File: src/rtl/ex_stage_pkg.sv
// Shared types and constants for the execute stage: ALU op codes,
// RV32 major opcodes, and the mul/div sub-unit op and state encodings.
`ifndef XLEN
`define XLEN 32
`endif

package ex_stage_pkg;

    localparam int XLEN = `XLEN;

    // RV32 major opcodes (instruction bits [6:0])
    localparam logic [6:0] OPC_OP     = 7'b0110011;
    localparam logic [6:0] OPC_OP_IMM = 7'b0010011;
    localparam logic [6:0] OPC_BRANCH = 7'b1100011;
    localparam logic [6:0] OPC_LUI    = 7'b0110111;
    localparam logic [6:0] OPC_AUIPC  = 7'b0010111;
    localparam logic [6:0] OPC_LOAD   = 7'b0000011;
    localparam logic [6:0] OPC_STORE  = 7'b0100011;
    localparam logic [6:0] OPC_JAL    = 7'b1101111;
    localparam logic [6:0] OPC_JALR   = 7'b1100111;

    // funct7 value that selects the RV32M group under OPC_OP
    localparam logic [6:0] F7_MULDIV  = 7'b0000001;

    typedef enum logic [3:0] {
        ALU_ADD,
        ALU_SUB,
        ALU_SLL,
        ALU_SRL,
        ALU_SRA,
        ALU_SLT,
        ALU_SLTU,
        ALU_XOR,
        ALU_OR,
        ALU_AND,
        ALU_PASS_B
    } alu_op_e;

    // Encoded so that the value equals funct3 of the M instruction
    typedef enum logic [2:0] {
        MD_MUL    = 3'd0,
        MD_MULH   = 3'd1,
        MD_MULHSU = 3'd2,
        MD_MULHU  = 3'd3,
        MD_DIV    = 3'd4,
        MD_DIVU   = 3'd5,
        MD_REM    = 3'd6,
        MD_REMU   = 3'd7
    } md_op_e;

    typedef enum logic [1:0] {
        MD_IDLE = 2'd0,
        MD_BUSY = 2'd1,
        MD_DONE = 2'd2
    } md_state_e;

endpackage

File: src/rtl/ex_stage_muldiv.sv
// Iterative RV32M unit: radix-2 shift-add multiplier and restoring
// divider sharing one IDLE/BUSY/DONE sequencer. Operands are reduced to
// magnitudes on entry and the sign of the result is fixed on the way out.
//
// Handshake: while start is high in IDLE (and flush is low) busy rises
// combinationally; operands are captured at the next edge. busy stays high
// for the whole BUSY phase. In DONE busy is low, done is high and result is
// valid; the unit leaves DONE at the first edge where hold is low. flush
// returns the unit to IDLE at the next edge from BUSY or DONE and beats a
// simultaneous start in IDLE. rst forces busy low immediately.
module ex_stage_muldiv
    import ex_stage_pkg::*;
#(
    parameter int W = 32
) (
    input  logic         clk,
    input  logic         rst,
    input  logic         start,
    input  logic         flush,
    input  logic         hold,
    input  logic [2:0]   op,
    input  logic [W-1:0] a,
    input  logic [W-1:0] b,
    output logic         busy,
    output logic         done,
    output logic [W-1:0] result,
    output logic [1:0]   state
);

    localparam int CW = $clog2(W);

    md_state_e      state_q;
    md_op_e         op_q;
    md_op_e         op_in;
    logic [CW-1:0]  cnt_q;
    logic [2*W-1:0] prod_q;
    logic [W-1:0]   b_q;
    logic [W-1:0]   rem_q;
    logic [W-1:0]   quo_q;
    logic [W-1:0]   a_orig_q;
    logic           b_zero_q;
    logic           res_neg_q;
    logic           rem_neg_q;

    logic           a_signed;
    logic           b_signed;
    logic           a_neg;
    logic           b_neg;
    logic [W-1:0]   a_mag;
    logic [W-1:0]   b_mag;

    logic [W:0]     mul_sum;
    logic [2*W-1:0] mul_next;
    logic [W:0]     div_try;
    logic [W:0]     div_diff;
    logic           div_ge;
    logic [W-1:0]   rem_next;
    logic [W-1:0]   quo_next;

    logic [2*W-1:0] prod_fix;
    logic [W-1:0]   quo_fix;
    logic [W-1:0]   rem_fix;
    logic           unused_bits;

    assign op_in = md_op_e'(op);

    // Operand signedness and magnitudes for the incoming op
    always_comb begin
        a_signed = (op_in == MD_MULH) || (op_in == MD_MULHSU) ||
                   (op_in == MD_DIV)  || (op_in == MD_REM);
        b_signed = (op_in == MD_MULH) || (op_in == MD_DIV) || (op_in == MD_REM);
        a_neg    = a_signed & a[W-1];
        b_neg    = b_signed & b[W-1];
        a_mag    = a_neg ? -a : a;
        b_mag    = b_neg ? -b : b;
    end

    // One multiply step and one restoring-divide step per cycle
    always_comb begin
        mul_sum  = {1'b0, prod_q[2*W-1:W]} + (prod_q[0] ? {1'b0, b_q} : {(W+1){1'b0}});
        mul_next = {mul_sum, prod_q[W-1:1]};
        div_try  = {rem_q, quo_q[W-1]};
        div_diff = div_try - {1'b0, b_q};
        div_ge   = (div_try >= {1'b0, b_q});
        rem_next = div_ge ? div_diff[W-1:0] : div_try[W-1:0];
        quo_next = {quo_q[W-2:0], div_ge};
    end

    assign unused_bits = div_diff[W];

    // Sequencer and datapath registers
    always_ff @(posedge clk or posedge rst) begin
        if (rst) begin
            state_q   <= MD_IDLE;
            op_q      <= MD_MUL;
            cnt_q     <= '0;
            prod_q    <= '0;
            b_q       <= '0;
            rem_q     <= '0;
            quo_q     <= '0;
            a_orig_q  <= '0;
            b_zero_q  <= 1'b0;
            res_neg_q <= 1'b0;
            rem_neg_q <= 1'b0;
        end else begin
            case (state_q)
                MD_IDLE: begin
                    if (start && !flush) begin
                        state_q   <= MD_BUSY;
                        op_q      <= op_in;
                        cnt_q     <= '0;
                        prod_q    <= {{W{1'b0}}, a_mag};
                        b_q       <= b_mag;
                        quo_q     <= a_mag;
                        rem_q     <= '0;
                        a_orig_q  <= a;
                        b_zero_q  <= (b == '0);
                        res_neg_q <= a_neg ^ b_neg;
                        rem_neg_q <= a_neg;
                    end
                end
                MD_BUSY: begin
                    if (flush) begin
                        state_q <= MD_IDLE;
                    end else begin
                        prod_q <= mul_next;
                        rem_q  <= rem_next;
                        quo_q  <= quo_next;
                        cnt_q  <= cnt_q + 1'b1;
                        if (cnt_q == CW'(W-1)) begin
                            state_q <= MD_DONE;
                        end
                    end
                end
                MD_DONE: begin
                    if (flush || !hold) begin
                        state_q <= MD_IDLE;
                    end
                end
                default: state_q <= MD_IDLE;
            endcase
        end
    end

    // Sign correction and result select; divide by zero bypasses the signs
    always_comb begin
        prod_fix = res_neg_q ? -prod_q : prod_q;
        quo_fix  = res_neg_q ? -quo_q  : quo_q;
        rem_fix  = rem_neg_q ? -rem_q  : rem_q;
        case (op_q)
            MD_MUL:                        result = prod_fix[W-1:0];
            MD_MULH, MD_MULHSU, MD_MULHU:  result = prod_fix[2*W-1:W];
            MD_DIV, MD_DIVU:               result = b_zero_q ? {W{1'b1}} : quo_fix;
            default:                       result = b_zero_q ? a_orig_q : rem_fix;
        endcase
    end

    assign busy  = !rst && (((state_q == MD_IDLE) && start && !flush) || (state_q == MD_BUSY));
    assign done  = (state_q == MD_DONE);
    assign state = state_q;

endmodule

File: src/rtl/ex_stage.sv
// Execute stage: single-cycle integer ALU with opcode decode and operand
// muxing, plus an iterative RV32M unit that stalls upstream while it works.
// o_stall high means the ID/EX contents must not advance; when it is low the
// outputs describe the instruction currently held in ID/EX.
`ifndef XLEN
`define XLEN 32
`endif

module ex_stage
    import ex_stage_pkg::*;
#(
    parameter bit MULDIV_EN = 1'b1,
    parameter int XLEN_P    = `XLEN
) (
    input  logic              i_clk,
    input  logic              i_rst,
    input  logic              i_valid,
    input  logic [31:0]       i_inst,
    input  logic [XLEN_P-1:0] i_pc,
    input  logic [XLEN_P-1:0] i_rs1,
    input  logic [XLEN_P-1:0] i_rs2,
    input  logic [XLEN_P-1:0] i_imm,
    input  logic              i_alu_src,
    input  logic              i_flush,
    input  logic              i_hold,
    output logic [XLEN_P-1:0] o_alu_res,
    output logic              o_z,
    output logic [XLEN_P-1:0] o_wr_data,
    output logic [XLEN_P-1:0] o_pc_jump,
    output logic              o_stall
);

    logic [6:0]        opcode;
    logic [2:0]        f3;
    logic [6:0]        f7;
    logic              is_mop;
    alu_op_e           alu_op;
    logic [XLEN_P-1:0] op_a;
    logic [XLEN_P-1:0] op_b;
    logic [XLEN_P-1:0] alu_res;

    logic              md_busy;
    logic              md_done;
    logic [XLEN_P-1:0] md_result;
    logic [1:0]        md_state;
    logic              unused_inst;

    assign opcode = i_inst[6:0];
    assign f3     = i_inst[14:12];
    assign f7     = i_inst[31:25];
    assign is_mop = (opcode == OPC_OP) && (f7 == F7_MULDIV);

    assign unused_inst = ^{i_inst[24:15], i_inst[11:7]};

    // Decode the ALU operation and choose operands
    always_comb begin
        alu_op = ALU_ADD;
        op_a   = i_rs1;
        op_b   = i_alu_src ? i_imm : i_rs2;
        case (opcode)
            OPC_OP, OPC_OP_IMM: begin
                // M-group encodings fall through as ADD
                if (!is_mop) begin
                    case (f3)
                        3'b000:  alu_op = ((opcode == OPC_OP) && f7[5]) ? ALU_SUB : ALU_ADD;
                        3'b001:  alu_op = ALU_SLL;
                        3'b010:  alu_op = ALU_SLT;
                        3'b011:  alu_op = ALU_SLTU;
                        3'b100:  alu_op = ALU_XOR;
                        3'b101:  alu_op = f7[5] ? ALU_SRA : ALU_SRL;
                        3'b110:  alu_op = ALU_OR;
                        default: alu_op = ALU_AND;
                    endcase
                end
            end
            OPC_LUI:   alu_op = ALU_PASS_B;
            OPC_AUIPC: op_a   = i_pc;
            OPC_BRANCH: begin
                op_b = i_rs2;
                case (f3[2:1])
                    2'b10:   alu_op = ALU_SLT;
                    2'b11:   alu_op = ALU_SLTU;
                    default: alu_op = ALU_SUB;
                endcase
            end
            OPC_LOAD, OPC_STORE, OPC_JALR: op_b = i_imm;
            default: alu_op = ALU_ADD;
        endcase
    end

    // Single-cycle integer ALU
    always_comb begin
        case (alu_op)
            ALU_SUB:    alu_res = op_a - op_b;
            ALU_SLL:    alu_res = op_a << op_b[4:0];
            ALU_SRL:    alu_res = op_a >> op_b[4:0];
            ALU_SRA:    alu_res = $signed(op_a) >>> op_b[4:0];
            ALU_SLT:    alu_res = {{(XLEN_P-1){1'b0}}, ($signed(op_a) < $signed(op_b))};
            ALU_SLTU:   alu_res = {{(XLEN_P-1){1'b0}}, (op_a < op_b)};
            ALU_XOR:    alu_res = op_a ^ op_b;
            ALU_OR:     alu_res = op_a | op_b;
            ALU_AND:    alu_res = op_a & op_b;
            ALU_PASS_B: alu_res = op_b;
            default:    alu_res = op_a + op_b;
        endcase
    end

    generate
        if (MULDIV_EN) begin : g_muldiv
            ex_stage_muldiv #(
                .W(XLEN_P)
            ) u_muldiv (
                .clk    (i_clk),
                .rst    (i_rst),
                .start  (i_valid && is_mop),
                .flush  (i_flush),
                .hold   (i_hold),
                .op     (f3),
                .a      (i_rs1),
                .b      (i_rs2),
                .busy   (md_busy),
                .done   (md_done),
                .result (md_result),
                .state  (md_state)
            );
        end else begin : g_no_muldiv
            logic unused_md;
            assign unused_md = ^{i_clk, i_rst, i_valid, i_flush, i_hold};
            assign md_busy   = 1'b0;
            assign md_done   = 1'b0;
            assign md_result = '0;
            assign md_state  = MD_IDLE;
        end
    endgenerate

    assign o_alu_res = md_done ? md_result : alu_res;
    assign o_z       = (o_alu_res == '0);
    assign o_wr_data = i_rs2;
    assign o_pc_jump = i_pc + i_imm;
    assign o_stall   = md_busy;

endmodule

File: config.mk
export PLATFORM = sky130hd
export DESIGN_NAME = ex_stage
export DESIGN_NICKNAME = d
export VERILOG_FILES = /design/src/rtl/ex_stage_pkg.sv /design/src/rtl/ex_stage_muldiv.sv /design/src/rtl/ex_stage.sv
export SDC_FILE = /design/constraint.sdc
export NUM_CORES = 2
export LEC_CHECK = 0
export ABC_AREA = 1
export BUFFER_PORTS_ARGS = -buffer_cell sky130_fd_sc_hd__buf_2
export CAP_MARGIN = 20
export CORE_MARGIN = 8
export CORE_UTILIZATION = 30
export DETAILED_ROUTE_END_ITERATION = 8
export HOLD_SLACK_MARGIN = 0.02
export PLACE_DENSITY_LB_ADDON = 0.25
export SYNTH_ARGS = -nofsm -noshare
export SYNTH_HDL_FRONTEND = slang
export SYNTH_SLANG_ARGS = --single-unit
File: constraint.sdc
create_clock -name i_clk -period 16.8 [get_ports i_clk]
set_input_delay 3.36 -clock i_clk [delete_from_list [all_inputs] [get_ports i_clk]]
set_output_delay 3.36 -clock i_clk [all_outputs]
set_load 0.03 [all_outputs]
# After elaboration in Yosys (flattened, before gate mapping)
# Index checks and enable logic that the tools add are counted.
[word_totals] ff_bits=205 inputBits=166 out_inout_bits=98 elab_cells=141
[classes] addsub=11 n_lt_le_gt_ge=3 eq_ne=39 shift=3 mux=38 n_bitwise=6 n_reduce_logical=30
[ops] op="$mux 32" count=15
[ops] op="$pmux 32 s10" count=1
[ops] op="$mux 64" count=3
[ops] op="$pmux 32 s2" count=3
[ops] op="$neg 32->32" count=4
[ops] op="$pmux 64 s2" count=1
[ops] op="$pmux 32 s3" count=1
[ops] op="$add 32x32->32" count=2
[ops] op="$logic_not 32->1" count=2
[ops] op="$lt 32x32->1" count=2
[ops] op="$neg 64->64" count=1
[ops] op="$sub 32x32->32" count=2
[ops] op="$add 32x33->33" count=1
[ops] op="$ge 33x32->1" count=1
[ops] op="$and 32x32->32" count=1
[ops] op="$or 32x32->32" count=1
[ops] op="$shl 32x5->32" count=1
[ops] op="$shr 32x5->32" count=1
[ops] op="$sshr 32x5->32" count=1
[ops] op="$xor 32x32->32" count=1
[ops] op="$pmux 4 s7" count=1
[ops] op="$eq 7x6->1 const B" count=3
[ops] op="$eq 4x3->1 const B" count=4
[ops] op="$eq 3x3->1 const B" count=5
[ops] op="37 further kinds" count=72

# Longest topological paths before layout
[depth] ltp_word=10 mapped_depth=36

# Cells and area by module
# Synthesis repeated with hierarchy kept, for this count alone.
[unflattened] cells_unflattened=6050 hier_area_um2=33509.6
[modules_own_cells] module="ex_stage_muldiv" instances=1 cells_per_inst=3464 area_each_um2=20206.9
[modules_own_cells] module="ex_stage" instances=1 cells_per_inst=2586 area_each_um2=13302.8

# Worst setup path before layout
# OpenSTA, ideal clock, no wires.
[synth_timing] path_kind="input-to-output" startpoint="in i_inst[1]" endpoint="out o_z" t_arrival_ps=7285 t_required_ps=13440 path_slack_ps=6155 cell_stages=31 n_path_buf=2 path_cell_list="nand2_1 > nor2_4 > nand2_2 > nand2_4 > inv_2 > nand2_4 > nand2_1 > o21ai_2 > inv_2 > buf_2 > buf_2 > ha_1 > inv_1 > a21oi_1 > nand2_1 > a21boi_0 > o21bai_1 > nand3_1 > nand3_1 > nand2_1 > nand2_1 > nand2_1 > nand3_1 > xor2_1 > nand2_1 > nand4_1 > nand2_1 > nand2_1 > nor2_1 > nand2_1 > nor2_1"
[synth_between] elab_chain_cells=10
[synth_lines] item="from (decl)" line="ex_stage.sv:18" source="input logic [31:0] i_inst,"
[synth_lines] item="branches (longest 7 deep; another with $add 32x32->32)"
[synth_lines] item="$pmux 32 s10 (*)" line="ex_stage.sv:93" source="case (alu_op)"
[synth_lines] item="$mux 32 (*)" line="ex_stage.sv:136" source="assign o_alu_res = md_done ? md_result : alu_res;"
[synth_lines] item="named net o_alu_res[30]" line="ex_stage.sv:26" source="output logic [XLEN_P-1:0] o_alu_res,"
[synth_lines] item="$logic_not 32->1 (*)" line="ex_stage.sv:137" source="assign o_z = (o_alu_res == '0);"
[synth_lines] item="to (decl)" line="ex_stage.sv:27" source="output logic o_z,"
# Mark *: on every way through the listed nets, which the timed path passes.

# Worst setup path in the final report
[layout_timing] startpoint="in i_inst[3]" endpoint="out o_z"
[layout_between] elab_chain_cells=10
[layout_lines] item="branches (longest 7 deep; another with $add 32x32->32)"
[layout_lines] item="$pmux 32 s10 (*)" line="ex_stage.sv:93"
[layout_lines] item="$mux 32 (*)" line="ex_stage.sv:136"
[layout_lines] item="$logic_not 32->1 (*)" line="ex_stage.sv:137"
# Every way passes the cells marked *.

==> impl_metrics.toml <==
[placed_design]
placed_cells = 6695
place_hpwl_um = 135000
place_congestion = 1.07
io_buffers = 248
place_ws_ps = 4550

[clock_network]
htree_num_levels = 1
insertion_delay_ps = 580
cts_buffer_depth = 3
cts_num_sinks = 205
cts_buffers = 26
cts-root-buf = "clkbuf_16"
ctsHoldBuffers = 0
cts_tree = "done"
path_clk_slew_ps = 60
cts_setup_buffers = 0
cts_resized = 0

[sta]
drv_slew = 0
tns_ps = 0
finClkSkew_ps = 21.6
min_period_ps = 12460
worst_slack_ps = 4340
rsz0062_at_grt = "false"
finalCritPeriodShare = 0.741
hold_viol = 0
setup_viol = 0
fmax_ghz = 0.0803
tightest_slew_ps = 1120
relSlewSlack = 0.255

[synth]
synth_area_mm2 = 0.0309
synthArstFlopShare = 1.00
synthTopCellsByCount = "1,155 x nand2_1, 684 x inv_1, 579 x nand3_1"
syn_area_per_cell_um2 = 5.85
synthSimpleGateAreaFrac = 0.352
synthAdderAreaFrac = 0.0838
synth_mux_area_frac = 0.00259
synth_top_cell_area_share = 0.166
synth-compound-area-share = 0.229
yosys_warnings = 0
syn_nets = 5657
ys_ff_latch = 205
yosys.cell_types.count = 65
synth_edf_count = 0
synth_xor_xnor_area_share = 0.0402
synth_area_leaders = "dfrtp_1 17%, nand2_1 14%, nand3_1 9.4%, inv_1 8.3%, ha_1 8.1%"
yosysMostFrequentCell = "nand2_1"
synth_top_family_by_area = "simple AND/OR/NAND/NOR gates"
yosysSeqAreaShare = 0.166
synthCells = 5287
synthFlopType = "dfrtp_1"
synth_largest_area_cell = "dfrtp_1"

[global_routing]
grt_pass1_wl_um = 241000
gr-usage-all-layers = 0.282
grt_overflow = 0
grt_max_degree = 102
grt_antenna_before_repair = 11
grt_pass1_vias = 35100

[power_and_ir_drop]
p_per_area_mw_per_mm2 = 109
leakage_nw = 16.8
ir_drop_uv = 76.8

[worst_setup_path]
cpMaxStageDelayCell = "nor3_1"
start_kind = "input pin"
critPathMaxFanout = 28
cp_data_required_time_ps = 13440
cp_common_cell = "nand2_1"
crit_type = "in -> out"
worst_setup_path_end_kind = "primary output"
r2r_slack_ps = 12670
cp_slowest_stage_delay_ps = 680
worstPathArrival_ps = 9100

[floorplanning]
core_area_mm2 = 0.102
rows = 117
start_util = 0.303
io_pins = 264
die_w_um = 337
die_h_um = 337
dieArea_mm2 = 0.114

[routing]
wl_per_cell_um = 24.8
drc = 0
wl_um = 167000
firstDrtPassIters = 6
avgViaCountPerCell = 5.61
initialDrtViolationCount = 4746
vias = 37900
ant_nets = 0

[cells_and_area]
finalCoreUtilization = 0.332
fin_nets = 5725
area_delta_synth_final_pct = 9.42
fill_cells = 11700
stdcell_count = 6749
drive_above_1_share = 0.0819

[job]
maxCapViolations = 0

[status]
outcome = "complete, no violations"

[min_path]
hp-class = "reg -> reg"
cells in the final DEF, fill, tap and decap left out, types with 24 or more instances in the layout:
cell type  count
a21oi_1      460
a22oi_1       54
a31oi_1       27
buf_2        248
buf_4         46
clkbuf_16     26
dfrtp_1      204
ha_1         199
inv_1        681
nand2_1     1154
nand3_1      579
nand4_1       78
nor2_1       511
nor3_1        99
o211ai_1      48
o21a_1        24
o21ai_0      428
o22ai_1       53
xnor2_1       31
xor2_1       111
per-layer routing:
metal  share of wire  track usage  routed length [µm]
met1            0.41        0.363               68200
met2            0.44        0.444               73200
met3           0.088       0.0503               14800
met4           0.067        0.156               11300
met5         0.00021            0                  35
flip-flops by register name (all words and copies together) (netlist names):
| signal | flops |
|---|---|
| g_muldiv.u_muldiv.b_q | 32 |
| g_muldiv.u_muldiv.prod_q | 64 |
| g_muldiv.u_muldiv.a_orig_q | 32 |
| g_muldiv.u_muldiv.res_neg_q | 1 |
| g_muldiv.u_muldiv.cnt_q | 5 |
| g_muldiv.u_muldiv.rem_neg_q | 1 |
| g_muldiv.u_muldiv.quo_q | 32 |
| g_muldiv.u_muldiv.b_zero_q | 1 |
| g_muldiv.u_muldiv.state | 2 |
| g_muldiv.u_muldiv.op_q | 3 |
| g_muldiv.u_muldiv.rem_q | 32 |
critical path, delay by kind of cell:
| family | cells | cell delay (ps) |
|---|---|---|
| adder cells (fa/ha/maj) | 1 | 400 |
| AND/OR/NAND/NOR | 20 | 3050 |
| buffers and inverters | 7 | 1280 |
| XOR/XNOR | 1 | 160 |
| AO/OA/AOI/OAI | 4 | 810 |
metrics by stage:
stage / cell area, µm² / hold WS (ps) / total power, mW
CTS: 33800 / 482 / 3.65
finish: 33800 / 484 / 3.69
global route: 33800 / 504 / 3.95
global placement: 33000 / 461 / 3.06
detailed placement: 33000 / 469 / 3.06
floorplan: 30900 / 448 / 2.34
power breakdown:
group	total, mW	internal (mW)	switching [mW]
clock	0.567	0.320	0.247
sequential	0.871	0.641	0.229
combinational	2.25	0.674	1.58
total	3.69	1.64	2.06
cell type report:
type	count	area (µm²)	share of cell area
clock inverters	7	80.1	0.00237
repair buffers	294	1590	0.0469
multi-input cells	4124	21900	0.648
diodes	7	17.5	0.000518
clock buffers	40	743	0.0220
flip-flops and latches	205	5130	0.152
inverters	704	2650	0.0783
well taps	1368	1710	0.0506
worst paths after layout:
check                                                from                              to  cells past startpoint
max                                             i_inst[3]                             o_z                     33
min                        g_muldiv.u_muldiv.a_orig_q[11]  g_muldiv.u_muldiv.a_orig_q[11]                      2
max reg2reg                      g_muldiv.u_muldiv.b_q[1]     g_muldiv.u_muldiv.rem_q[15]                     18
min reg2reg                g_muldiv.u_muldiv.a_orig_q[11]  g_muldiv.u_muldiv.a_orig_q[11]                      2
max in group asynchronous                           i_rst     g_muldiv.u_muldiv.res_neg_q                      4
min in group asynchronous                           i_rst      g_muldiv.u_muldiv.state[0]                      2
cells by family after synthesis:
logic type               after synthesis
AND/OR/NAND/NOR                     2521
AO/OA/AOI/OAI                       1249
buffers and inverters                958
flip-flops                           205
adder cells (fa/ha/maj)              204
XOR/XNOR                             142
multiplexers                           8
Power figures use the tool's default switching activity.
